==> src/rtl/replay_fifo_pkg.sv <==
// Shared defaults and flag encoding for the replay FIFO.
package replay_fifo_pkg;

  localparam int unsigned DefWidth = 8;
  localparam int unsigned DefAw    = 4;

  // Sticky error flags
  typedef struct packed {
    logic overflow;
    logic underflow;
  } flags_t;

endpackage

==> src/rtl/strobe_sync.sv <==
// Two-flop synchroniser plus rising-edge detector for an asynchronous level strobe.
module strobe_sync (
  input  logic clk,
  input  logic reset,
  input  logic sig,
  output logic stb
);

  logic sync1_q, sync2_q, edge_q;

  always_ff @(posedge clk) begin
    if (reset) begin
      sync1_q <= 1'b0;
      sync2_q <= 1'b0;
      edge_q  <= 1'b0;
    end else begin
      sync1_q <= sig;
      sync2_q <= sync1_q;
      edge_q  <= sync2_q;
    end
  end

  // One-cycle pulse; the consuming logic acts on the third edge after the rise
  assign stb = sync2_q & ~edge_q;

endmodule

==> src/rtl/replay_fifo.sv <==
// FWFT FIFO with a packet mark: in repeat mode reads leave data retained for replay via start.
module replay_fifo
  import replay_fifo_pkg::*;
#(
  parameter int unsigned WIDTH   = DefWidth,
  parameter int unsigned AW      = DefAw,
  parameter int unsigned EDGE_WR = 1,
  parameter int unsigned EDGE_RD = 0
) (
  input  logic             clk,
  input  logic             reset,
  input  logic [WIDTH-1:0] data_in,
  input  logic             wr_next,
  output logic [WIDTH-1:0] data_out,
  input  logic             rd_next,
  input  logic             start,
  input  logic             repeat_en,
  input  logic             clr_flags,
  output logic             empty,
  output logic             full,
  output logic             overflow,
  output logic             underflow,
  output logic [AW:0]      level,
  output logic [AW-1:0]    write_addr,
  output logic [AW-1:0]    read_addr,
  output logic [AW-1:0]    current_addr
);

  localparam int unsigned DEPTH = 2 ** AW;
  localparam logic [AW:0] DepthW = (AW+1)'(DEPTH);

  logic wr_stb, rd_stb;

  if (EDGE_WR != 0) begin : g_wr_sync
    strobe_sync u_wr_sync (.clk(clk), .reset(reset), .sig(wr_next), .stb(wr_stb));
  end else begin : g_wr_bypass
    assign wr_stb = wr_next;
  end

  if (EDGE_RD != 0) begin : g_rd_sync
    strobe_sync u_rd_sync (.clk(clk), .reset(reset), .sig(rd_next), .stb(rd_stb));
  end else begin : g_rd_bypass
    assign rd_stb = rd_next;
  end

  logic [WIDTH-1:0] mem [DEPTH];

  logic [AW:0] wr_ptr_q, wr_ptr_d;
  logic [AW:0] rd_ptr_q, rd_ptr_d;
  logic [AW:0] mark_ptr_q, mark_ptr_d;
  flags_t      flags_q, flags_d;
  logic        do_wr, do_rd;

  assign level        = wr_ptr_q - mark_ptr_q;
  assign full         = (level == DepthW);
  assign empty        = (rd_ptr_q == wr_ptr_q);
  assign write_addr   = wr_ptr_q[AW-1:0];
  assign read_addr    = rd_ptr_q[AW-1:0];
  assign current_addr = mark_ptr_q[AW-1:0];
  assign data_out     = mem[rd_ptr_q[AW-1:0]];
  assign overflow     = flags_q.overflow;
  assign underflow    = flags_q.underflow;

  always_comb begin
    do_wr      = wr_stb & ~full;
    do_rd      = rd_stb & ~empty & ~start;
    wr_ptr_d   = wr_ptr_q + (AW+1)'(do_wr);
    rd_ptr_d   = start ? mark_ptr_q : rd_ptr_q + (AW+1)'(do_rd);
    // Outside repeat mode the mark follows the reader, which also releases space on 1->0
    mark_ptr_d = repeat_en ? mark_ptr_q : rd_ptr_d;
    flags_d.overflow  = (flags_q.overflow & ~clr_flags) | (wr_stb & full);
    flags_d.underflow = (flags_q.underflow & ~clr_flags) | (rd_stb & empty & ~start);
  end

  always_ff @(posedge clk) begin
    if (reset) begin
      wr_ptr_q   <= '0;
      rd_ptr_q   <= '0;
      mark_ptr_q <= '0;
      flags_q    <= '0;
    end else begin
      wr_ptr_q   <= wr_ptr_d;
      rd_ptr_q   <= rd_ptr_d;
      mark_ptr_q <= mark_ptr_d;
      flags_q    <= flags_d;
    end
  end

  always_ff @(posedge clk) begin
    if (do_wr && !reset) begin
      mem[wr_ptr_q[AW-1:0]] <= data_in;
    end
  end

endmodule

==> config.mk <==
export PLATFORM = sky130hd
export DESIGN_NAME = replay_fifo
export DESIGN_NICKNAME = d
export VERILOG_FILES = /design/src/rtl/replay_fifo_pkg.sv /design/src/rtl/strobe_sync.sv /design/src/rtl/replay_fifo.sv
export SDC_FILE = /design/constraint.sdc
export NUM_CORES = 1
export LEC_CHECK = 0
export BUFFER_PORTS_ARGS = -buffer_cell sky130_fd_sc_hd__buf_2
export CAP_MARGIN = 20
export CORE_MARGIN = 5
export CORE_UTILIZATION = 64
export CTS_CLUSTER_SIZE = 24
export DETAILED_ROUTE_END_ITERATION = 12
export PLACE_DENSITY = 0.8
export SKIP_LAST_GASP = 1
export SLEW_MARGIN = 15
export SYNTH_ARGS = -nofsm -noshare
export SYNTH_HDL_FRONTEND = slang
export SYNTH_HIERARCHICAL = 1
export SYNTH_SLANG_ARGS = --single-unit
==> constraint.sdc <==
create_clock -name clk -period 6.56 [get_ports clk]
set_clock_uncertainty 0.15 [all_clocks]
set_input_delay 0.656 -clock clk [delete_from_list [all_inputs] [get_ports clk]]
set_output_delay 0.656 -clock clk [all_outputs]
set_load 0.05 [all_outputs]
==> results.tsv <==
stage	metric	value	unit
global_route	grt_pass1_vias	3396	
clock_tree	holdBufCountCts	0	
timing	setup_viol	0	
final_layout	n_antenna_cell	0	
global_route	grt-ovfl-total	0	
setup_path	crit_fanout	19	
worst_hold_path	hp-class	primary input to flop	
final_layout	area_growth	16.5	%
logic_synthesis	ys_ff_latch	148	
setup_path	cp_slowest_stage_delay	930	ps
clock_tree	cts_tree	done	
global_route	gr-usage-met2	37.5	%
setup_path	cp_slowest_cell	a211oi_4	
placed_design	io_buffers	43	
detailed_routing	drt-initial-drc-count	359	
pwr	vdd_drop_max	224	uV
logic_synthesis	syn_inst	361	
floorplanning	core_area	9640	um2
floorplanning	start_util	64.4	%
run_status	outcome	finished clean	
placed_design	dpl.hpwl	7.42	mm
global_route	grt_max_degree	36	
detailed_routing	vias	3293	
logic_synthesis	synth_warnings	6	
clock_tree	clock_latency	510	ps
detailed_routing	ant_nets	0	
timing	min_period_over_period	64.4	%
clock_tree	cts_resized	0	
timing	rsz0062_at_grt	false	
global_route	grt.met3_usage	4.36	%
detailed_routing	dr.pass1.iters	4	
timing	fmaxAchievable	237	MHz
setup_path	endpoint_kind	primary output	
logic_synthesis	syn-cell-area	6210	um2
global_route	grt_first_pass_wirelength	19.7	mm
global_route	busiest_layer	met2	
pwr	p_leak	2.44	nW
logic_synthesis	synth_edf_count	128	
placed_design	postPlaceCellArea	6660	um2
detailed_routing	route.detailed.drc	0	
worst_hold_path	whs_path_depth	2	
setup_path	crit_type	flop to primary output	
timing	slew_headroom	26.2	%
floorplanning	ios	44	
logic_synthesis	synthDistinctLibCells	38	
setup_path	crit_chain	ha_1 -> and3b_1 -> or3_4 -> a211oi_4 -> and2_2 -> buf_2	
logic_synthesis	ys_async_sr_fraction	0	%
flow_run	cap_violations	0	
global_route	antenna_found_initial	0	
clock_tree	cts.path.max_buffers	2	
detailed_routing	vias_per_cell	5.92	
timing	setup-tns-final	0	ps
timing	period_minus_slack	4220	ps
setup_path	required	5750	ps
timing	slew_violations	0	
final_layout	layout_common_cells	edfxtp_1, buf_2, mux4_2	
floorplanning	chipHeight	109	um
clock_tree	root_buffer	clkbuf_8	
logic_synthesis	syn_avg_cell_area	17.2	um2
logic_synthesis	synth_top_area_share	61.9	%
setup_path	reg2regPathDepth	10	
logic_synthesis	synth_area_leaders	edfxtp_1, mux4_2, dfxtp_1	
detailed_routing	post_drt_wl_per_cell	22.4	um
final_layout	layout_commonest_cell	edfxtp_1	
global_route	track_usage	23.5	%
detailed_routing	wirelength	12.4	mm
final_layout	fin_area	7230	um2
placed_design	place_congestion	0.784	
clock_tree	clk_pin_slew	60	ps
logic_synthesis	synth_nets	385	
logic_synthesis	ys.flop_type	edfxtp_1	
floorplanning	die-area	11800	um2
clock_tree	postCtsSetupBuffers	0	
logic_synthesis	ys_seq_area_share	68.3	%
final_layout	nets	434	
global_route	grt_util_met1	33.7	%
timing	worst_pin_slew	1100	ps
logic_synthesis	yosys.area.top_type	edfxtp_1	
timing	finalHoldViolations	0	
pwr	powerDensity	286	nW/um2
setup_path	startpoint_type	flop	
clock_tree	cts_buffers	17	
final_layout	drive_above_1_share	35.9	%
setup_path	cp.arrival	3420	ps
clock_tree	htree_levels	4	
floorplanning	rows	36	
floorplanning	chipWidth	109	um
clock_tree	clock_sinks	148	
## cells in the mapped netlist (6+ instances only)
cell	number
a2111oi_0	16
a211oi_1	9
a21oi_1	15
buf_4	14
clkbuf_1	13
dfxtp_1	20
edfxtp_1	128
ha_1	8
inv_1	8
mux2i_1	12
mux4_2	32
nand2_1	8
nand3_1	6
nor2_1	13
nor2b_1	14
xnor2_1	6
xor2_1	7
## routing by layer
layer,vias up,wire (um),share of wire (%)
met5,-,0,0
met4,0,154,1.2
li1,1516,-,-
met3,15,884,7.1
met1,1659,5040,41
met2,103,6350,51
## sequential cells by signal, summed over array words and instances (netlist names)
name,flops
g_wr_sync.u_wr_sync/edge_q,1
g_wr_sync.u_wr_sync/sync1_q,1
g_wr_sync.u_wr_sync/sync2_q,1
mark_ptr_q,5
mem,128
overflow,1
rd_ptr_q,5
underflow,1
wr_ptr_q,5
## final timing paths
check	start	to	slack [ps]
setup reg to reg	wr_ptr_q[2]	wr_ptr_q[4]	2950
hold / removal	wr_next	g_wr_sync.u_wr_sync/sync1_q	200
hold reg to reg	g_wr_sync.u_wr_sync/sync1_q	g_wr_sync.u_wr_sync/sync2_q	310
setup / recovery	wr_ptr_q[2]	full	2340
## area by class of cell
class	instances	area [um2]
clock inverter	14	159
sequential	148	4250
fill	605	2400
clock buffer	18	418
timing repair buffer	63	365
tap	133	166
inverter	8	30.0
multi-input combinational	172	1850
## where the power goes
part	leakage (nW)	switching (mW)	internal [mW]	total, mW
Combinational	0.841	0.0778	0.0302	0.108
Clock	0.285	0.406	0.524	0.930
Sequential	1.31	0.00354	1.02	1.03
## logic make-up after synthesis
family	share of synthesized area [%]
adder cells (fa/ha/maj)	1.93
buffers and inverters	3.55
multiplexers	13.5
XOR/XNOR	1.83
AO/OA/AOI/OAI	5.62
AND/OR/NAND/NOR	5.18
flip-flops	68.3
## metrics by stage
| step | power, mW | worst slack, ps | cells | hold WS, ps | util [%] |
|---|---|---|---|---|---|
| floorplan | 1.12 | 2200 | 361 | 264 | - |
| global placement | 1.15 | 2980 | 524 | 269 | 69.1 |
| detailed placement | 1.16 | 2900 | 524 | 280 | 69.1 |
| CTS | 2.08 | 2330 | 556 | 181 | 75.1 |
| global route | 2.14 | 2210 | 556 | 218 | 75.1 |
| finish | 2.07 | 2340 | 556 | 203 | 75.1 |
## worst max-delay path, delay by kind of cell (launching register included)
family | cells | cell delay, ps
adders and majority gates | 1 | 340
and+or+nand+nor | 3 | 860
DFF | 1 | 510
buffers and inverters | 1 | 260
AOI/OAI and AO/OA | 1 | 930
Note: power is estimated with default switching activity, not from simulation.
